**config.mk**
```make
export PLATFORM = sky130hd
export DESIGN_NAME = pipeline_controller
export DESIGN_NICKNAME = d
export VERILOG_FILES = /design/src/rtl/pipeline_controller_pkg.sv /design/src/rtl/pipeline_controller_sat_counter.sv /design/src/rtl/pipeline_controller.sv
export SDC_FILE = /design/constraint.sdc
export NUM_CORES = 1
export LEC_CHECK = 0
export CORE_UTILIZATION = 60
export DETAILED_ROUTE_END_ITERATION = 10
export DONT_BUFFER_PORTS = 1
export PLACE_DENSITY = 0.78
export SETUP_SLACK_MARGIN = 0.02
export SYNTH_ARGS = -nofsm -noshare
export SYNTH_HDL_FRONTEND = slang
export SYNTH_HIERARCHICAL = 1
export SYNTH_SLANG_ARGS = --single-unit
```
**constraint.sdc**
```tcl
create_clock -name CLK -period 5.5 [get_ports CLK]
set_input_delay 0.825 -clock CLK [delete_from_list [all_inputs] [get_ports CLK]]
set_output_delay 0.825 -clock CLK [all_outputs]
set_load 0.01 [all_outputs]
```
**src/rtl/pipeline_controller_pkg.sv**
```systemverilog
// Shared pipeline-control types: FSM encodings, latch indices and the control bundle
// that the datapath top fans out to the IF/ID, ID/EX, EX/MEM and MEM/WB latches.
package pipeline_controller_pkg;

  typedef enum logic [1:0] {
    RUN    = 2'd0,
    DWAIT  = 2'd1,
    DRAIN  = 2'd2,
    HALTED = 2'd3
  } pctl_state_t;

  localparam logic [1:0] ST_RUN    = 2'd0;
  localparam logic [1:0] ST_DWAIT  = 2'd1;
  localparam logic [1:0] ST_DRAIN  = 2'd2;
  localparam logic [1:0] ST_HALTED = 2'd3;

  localparam int LAT_IFID  = 0;
  localparam int LAT_IDEX  = 1;
  localparam int LAT_EXMEM = 2;
  localparam int LAT_MEMWB = 3;

  typedef struct packed {
    logic       pc_en;
    logic [3:0] en;
    logic [3:0] flush;
  } pipe_ctl_t;

  // Flush wins over enable, so a latch can never be told to both load and bubble.
  function automatic pipe_ctl_t make_ctl(input logic pc_en, input logic [3:0] en,
                                         input logic [3:0] flush);
    pipe_ctl_t c;
    c.pc_en = pc_en;
    c.flush = flush;
    c.en    = en & ~flush;
    return c;
  endfunction

endpackage

```
**src/rtl/pipeline_controller_sat_counter.sv**
```systemverilog
// Saturating up-counter with synchronous clear; sticks at all-ones instead of wrapping.
module sat_counter
  import pipeline_controller_pkg::*;
#(
  parameter int W = 8
) (
  input  logic         CLK,
  input  logic         RST,
  input  logic         en,
  input  logic         clear,
  output logic [W-1:0] q
);

  logic [W-1:0] q_r;

  // Count register: clear has priority, increment only below the ceiling
  always_ff @(posedge CLK or posedge RST) begin
    if (RST) begin
      q_r <= {W{1'b0}};
    end else if (clear) begin
      q_r <= {W{1'b0}};
    end else if (en && (q_r != {W{1'b1}})) begin
      q_r <= q_r + {{(W-1){1'b0}}, 1'b1};
    end else begin
      q_r <= q_r;
    end
  end

  assign q = q_r;

endmodule

```
**src/rtl/pipeline_controller.sv**
```systemverilog
// Five-stage pipeline sequencer: latch enables/flushes, PC enable, dcache-wait/halt FSM,
// saturating perf counters and a dcache-wait watchdog.
module pipeline_controller
  import pipeline_controller_pkg::*;
#(
  parameter int CNT_W       = 32,
  parameter int DWAIT_LIMIT = 1024
) (
  input  logic             CLK,
  input  logic             RST,
  input  logic             ihit,
  input  logic             dhit,
  input  logic             exmem_dREN,
  input  logic             exmem_dWEN,
  input  logic             hu_stall,
  input  logic             ex_branch,
  input  logic             id_jump,
  input  logic             mem_halt,
  output logic             pc_en,
  output logic             ifid_en,
  output logic             idex_en,
  output logic             exmem_en,
  output logic             memwb_en,
  output logic             ifid_flush,
  output logic             idex_flush,
  output logic             exmem_flush,
  output logic             memwb_flush,
  output logic             imemREN,
  output logic             halt,
  output logic             mem_timeout,
  output logic [CNT_W-1:0] cycle_cnt,
  output logic [CNT_W-1:0] stall_cnt
);

  localparam int WAIT_W = $clog2(DWAIT_LIMIT + 1);

  logic [1:0]        state_r;
  logic [1:0]        next_state_s;
  pipe_ctl_t         ctl_s;
  logic              imem_ren_s;
  logic              stall_s;
  logic              dreq_s;
  logic              dstall_s;
  logic              wait_en_s;
  logic              cycle_en_s;
  logic [WAIT_W-1:0] wait_q_s;
  logic              halt_r;
  logic              mem_timeout_r;

  assign dreq_s     = exmem_dREN | exmem_dWEN;
  assign dstall_s   = dreq_s & ~dhit;
  assign wait_en_s  = (state_r == ST_DWAIT) & dstall_s;
  assign cycle_en_s = (state_r != ST_HALTED);

  // Next state and latch controls; a frozen pipe keeps any branch/jump in its latches
  always_comb begin
    ctl_s        = make_ctl(1'b0, 4'b0000, 4'b0000);
    next_state_s = state_r;
    imem_ren_s   = 1'b0;
    stall_s      = 1'b0;
    if (RST) begin
      ctl_s        = make_ctl(1'b0, 4'b0000, 4'b1111);
      next_state_s = ST_RUN;
    end else begin
      case (state_r)
        ST_RUN, ST_DWAIT: begin
          imem_ren_s = 1'b1;
          if (dstall_s) begin
            ctl_s        = make_ctl(1'b0, 4'b0000, 4'b1000);
            stall_s      = 1'b1;
            next_state_s = ST_DWAIT;
          end else if (mem_halt) begin
            ctl_s        = make_ctl(1'b0, 4'b1000, 4'b0111);
            next_state_s = ST_DRAIN;
          end else if (ex_branch) begin
            ctl_s        = make_ctl(1'b1, 4'b1100, 4'b0011);
            next_state_s = ST_RUN;
          end else if (hu_stall) begin
            ctl_s        = make_ctl(1'b0, 4'b1100, 4'b0010);
            stall_s      = 1'b1;
            next_state_s = ST_RUN;
          end else if (id_jump && ihit) begin
            ctl_s        = make_ctl(1'b1, 4'b1110, 4'b0001);
            next_state_s = ST_RUN;
          end else if (!ihit) begin
            ctl_s        = make_ctl(1'b0, 4'b1110, 4'b0001);
            stall_s      = 1'b1;
            next_state_s = ST_RUN;
          end else begin
            ctl_s        = make_ctl(1'b1, 4'b1111, 4'b0000);
            next_state_s = ST_RUN;
          end
        end
        ST_DRAIN: begin
          // memwb stays closed: the older instruction already in MEM/WB retires now
          stall_s      = 1'b1;
          next_state_s = ST_HALTED;
        end
        ST_HALTED: begin
          next_state_s = ST_HALTED;
        end
        default: begin
          next_state_s = ST_RUN;
        end
      endcase
    end
  end

  // FSM state register
  always_ff @(posedge CLK or posedge RST) begin
    if (RST) begin
      state_r <= ST_RUN;
    end else begin
      state_r <= next_state_s;
    end
  end

  // Sticky halt flag, raised as DRAIN hands over to HALTED
  always_ff @(posedge CLK or posedge RST) begin
    if (RST) begin
      halt_r <= 1'b0;
    end else if (state_r == ST_DRAIN) begin
      halt_r <= 1'b1;
    end else begin
      halt_r <= halt_r;
    end
  end

  // Sticky watchdog flag; the wait itself is never aborted
  always_ff @(posedge CLK or posedge RST) begin
    if (RST) begin
      mem_timeout_r <= 1'b0;
    end else if (wait_en_s && (wait_q_s >= WAIT_W'(DWAIT_LIMIT - 1))) begin
      mem_timeout_r <= 1'b1;
    end else begin
      mem_timeout_r <= mem_timeout_r;
    end
  end

  sat_counter #(.W(CNT_W)) u_cycle_cnt (
    .CLK   (CLK),
    .RST   (RST),
    .en    (cycle_en_s),
    .clear (1'b0),
    .q     (cycle_cnt)
  );

  sat_counter #(.W(CNT_W)) u_stall_cnt (
    .CLK   (CLK),
    .RST   (RST),
    .en    (stall_s),
    .clear (1'b0),
    .q     (stall_cnt)
  );

  sat_counter #(.W(WAIT_W)) u_wait_cnt (
    .CLK   (CLK),
    .RST   (RST),
    .en    (wait_en_s),
    .clear (~wait_en_s),
    .q     (wait_q_s)
  );

  assign pc_en       = ctl_s.pc_en;
  assign ifid_en     = ctl_s.en[LAT_IFID];
  assign idex_en     = ctl_s.en[LAT_IDEX];
  assign exmem_en    = ctl_s.en[LAT_EXMEM];
  assign memwb_en    = ctl_s.en[LAT_MEMWB];
  assign ifid_flush  = ctl_s.flush[LAT_IFID];
  assign idex_flush  = ctl_s.flush[LAT_IDEX];
  assign exmem_flush = ctl_s.flush[LAT_EXMEM];
  assign memwb_flush = ctl_s.flush[LAT_MEMWB];
  assign imemREN     = imem_ren_s;
  assign halt        = halt_r;
  assign mem_timeout = mem_timeout_r;

endmodule
```
==> reports/results.ini <==
[logic_synthesis]
synth-main-ff-cell = dfrtp_1
synth_area_per_cell_sq_um = 9.33
yosys.area.top_type_share = 0.425
synth.cell_area_sq_mm = 0.00465
ys_seq_area_frac = 0.425
yosys.area.top_type = dfrtp_1
yosysWarningCount = 6
synth-edff-count = 0
synth_seq_cells = 79
syn_inst = 499
ys_async_sr_fraction = 1.00
synthTopCellsByArea = dfrtp_1, a21oi_1, o31ai_1
ys_types = 69

[clocking]
cts_resized = 0
numCtsBuffers = 9
cts_tree = done
clk_path_buf_depth = 2
clk_latency_ns = 0.36
clkSinkCount = 79
cts_root_buf = clkbuf_8
cts_setup_buffers = 0
cts-hold-fix-buffers = 0
cts_max_level = 3
clk_pin_slew_worst_paths_ns = 0.08

[place]
place_inst = 583
detailed_place_hpwl_um = 7250
gp_congestion = 0.854
numPortBuffers = 0

[sta]
rsz0062_at_grt = no
finalSetupTns_ns = 0
max_slew_margin = 0.229
min_period_ns = 2.87
finalSetupViolCount = 0
post-route-period-util = 0.522
final-max-slew-violation-count = 0
timing.fmax_mhz = 348
tightest_slew_ns = 1.16
skew_ns = 0.00828
finalHoldViolCount = 0

[hold_path]
hold_class = in -> async

[route]
totalWireLength_um = 10400
via_per_inst = 6.54
vias = 3917
first_pass_iters = 4
drt_iter0_drc = 165
antenna_left = 0
wire_per_inst_um = 17.3
drc_errors = 0

[die]
die_w_um = 90.1
coreArea_sq_mm = 0.00737
fp.dieH_um = 90.1
start_util = 0.631
pin_count = 86
num_rows = 31
dieArea_sq_mm = 0.00811

[critical_path]
rr_endpoint = u_cycle_cnt/q[23]
endpoint_kind = register
start_kind = primary input
criticalPathCategory = in -> reg
arrival_ns = 3.16
crit_required_ns = 5.79
cp_top_family = simple AND/OR/NAND/NOR gates
crit_path_max_fanout = 15
max_stage_delay_ns = 0.51
r2r_slack_ns = 2.70
critPathSlowestCell = or4_1
path_buf_inv = 1
crit_start = dhit
worstReg2RegStart = u_cycle_cnt/q[17]
worst_r2r_path_depth = 5
worstPathCellList = o21bai_4 -> and2b_1 -> a221oi_2 -> nand4_1 -> nor3_1 -> o311ai_1 -> buf_4 -> or4_1 -> a21oi_1

[grt]
grt_max_degree = 39
grt.total_usage = 0.267
grt_pass1_vias = 3843
grt_pass1_wl_um = 17800
grt-ovfl-total = 0
grt_antenna_before_repair = 0

[job]
drv.max_cap_violation_count = 0

[finish]
drive_above_1_share = 0.0960
fin_nets = 508
fillerInstances = 631
regArea_sq_mm = 0.00198
antenna_cells = 0
area_growth_pct = 4.25
fin_cells = 599
multi_input_area_sq_mm = 0.00246

[power]
cellPowerDensity_mw_per_mm2 = 212
power_switching_uw = 269
power_leakage_uw = 0.00184
p_comb_frac = 0.053
vdd_ir_drop_max_mv = 0.120
total_power_uw = 1030
pwr-share-clk = 0.369
p_int_uw = 761
p_seq_frac = 0.578
netSwitchingFraction = 0.261

[status]
status = finished clean

-- metal layers --
layer  track usage  routed length [um]
met5             0                   0
met4        0.0901                 107
met3        0.0618                 679
met2         0.438                4970
met1         0.349                4630
-- cells in the mapped netlist, types with 2 or more instances --
master / n
a21oi_1: 49
inv_1: 25
nand4_1: 20
nor3_1: 9
nand2b_1: 2
xor2_1: 8
nor4_1: 8
and2_1: 5
mux2i_1: 2
mux2_4: 2
dfrtp_1: 79
buf_6: 3
o31ai_1: 25
and4_1: 7
mux2_2: 2
a211o_1: 2
nand3_1: 23
buf_4: 4
ha_1: 3
or3_4: 2
or3_1: 25
o21ai_0: 21
xnor2_1: 7
o21ai_1: 3
nand2_1: 27
a21o_1: 5
o31a_1: 2
or4_1: 23
buf_2: 6
a311oi_2: 2
or4_4: 2
and3_1: 3
clkbuf_1: 8
o211ai_1: 3
nand4_2: 3
nor2b_1: 6
nor2_1: 32
nand4_4: 2
a41oi_1: 2
a211oi_1: 4
o2111ai_1: 3
nor4_2: 3
-- final cells by class --
type                    count  share of cell area
repair buffers              3             0.00464
inverters                  26              0.0201
clock buffers              10              0.0263
clock inverters             6             0.00774
multi-input cells         376               0.508
well taps                  99              0.0255
flip-flops and latches     79               0.408
-- worst register-to-register path: cells and delay by family, from the launching register on --
kind,cells,cell delay [ns]
AOI/OAI and AO/OA,1,1.03
DFF,1,0.56
muxes,1,0.35
and+or+nand+nor,3,0.75
-- logic make-up (layout without fill, tap and decap cells) --
kind of cell,Yosys count,count (layout),share of synthesized area
mux,7,7,0.0180
flops,79,79,0.425
xor+xnor,15,15,0.0282
simple gates,210,210,0.277
other cells,1,6,0.000806
fa+ha+maj,3,3,0.00807
compound gates,135,135,0.194
buf+inv,49,45,0.0495
-- layout by cell type (no fill, tap or decap), types with 4 or more instances in the layout --
cell type  count
or4_1         23
conb_1         6
nor2b_1        6
dfrtp_1       79
nor3_1         9
o31ai_1       25
and4_1         7
xor2_1         8
a21o_1         5
xnor2_1        7
nand2_1       27
or3_1         25
inv_1         25
nor2_1        32
nor4_1         8
o21ai_0       21
and2_1         5
nand4_1       20
clkbuf_8       9
a21oi_1       49
nand3_1       23
a211oi_1       4
-- registers in the layout, indices dropped and copies added (netlist names) --
register,cells
u_cycle_cnt/q,32
u_stall_cnt/q,32
u_wait_cnt/q,11
state_r,2
halt,1
mem_timeout,1
-- through the flow --
stage	hold WS [ns]	cell area (sq um)	setup WS, ns	utilization
after floorplan	0.482	4670	2.54	-
after detailed placement	0.515	4690	2.27	0.636
after global placement	0.517	4690	2.35	0.636
after global routing	0.257	4850	2.44	0.658
final	0.246	4850	2.63	0.658
after CTS	0.239	4850	2.64	0.658
-- worst max path at each step --
stage | endpoint | cells past startpoint | slack, ns
finish | u_stall_cnt/q[27] | 9 | 2.63
detailed placement | u_stall_cnt/q[27] | 9 | 2.27
global placement | u_stall_cnt/q[27] | 9 | 2.35
floorplan | u_stall_cnt/q[19] | 9 | 2.54
global route | u_stall_cnt/q[27] | 9 | 2.44
CTS | u_stall_cnt/q[27] | 9 | 2.64
-- power groups by stage --
stage / clock network (uW) / logic [uW] / registers, uW
after floorplan: 0 / 46.0 / 605
after global placement: 0 / 50.4 / 607
after detailed placement: 0 / 52.3 / 607
after CTS: 392 / 52.6 / 595
after global routing: 409 / 61.6 / 597
final: 380 / 54.3 / 595
(Power assumes the default switching activity.)
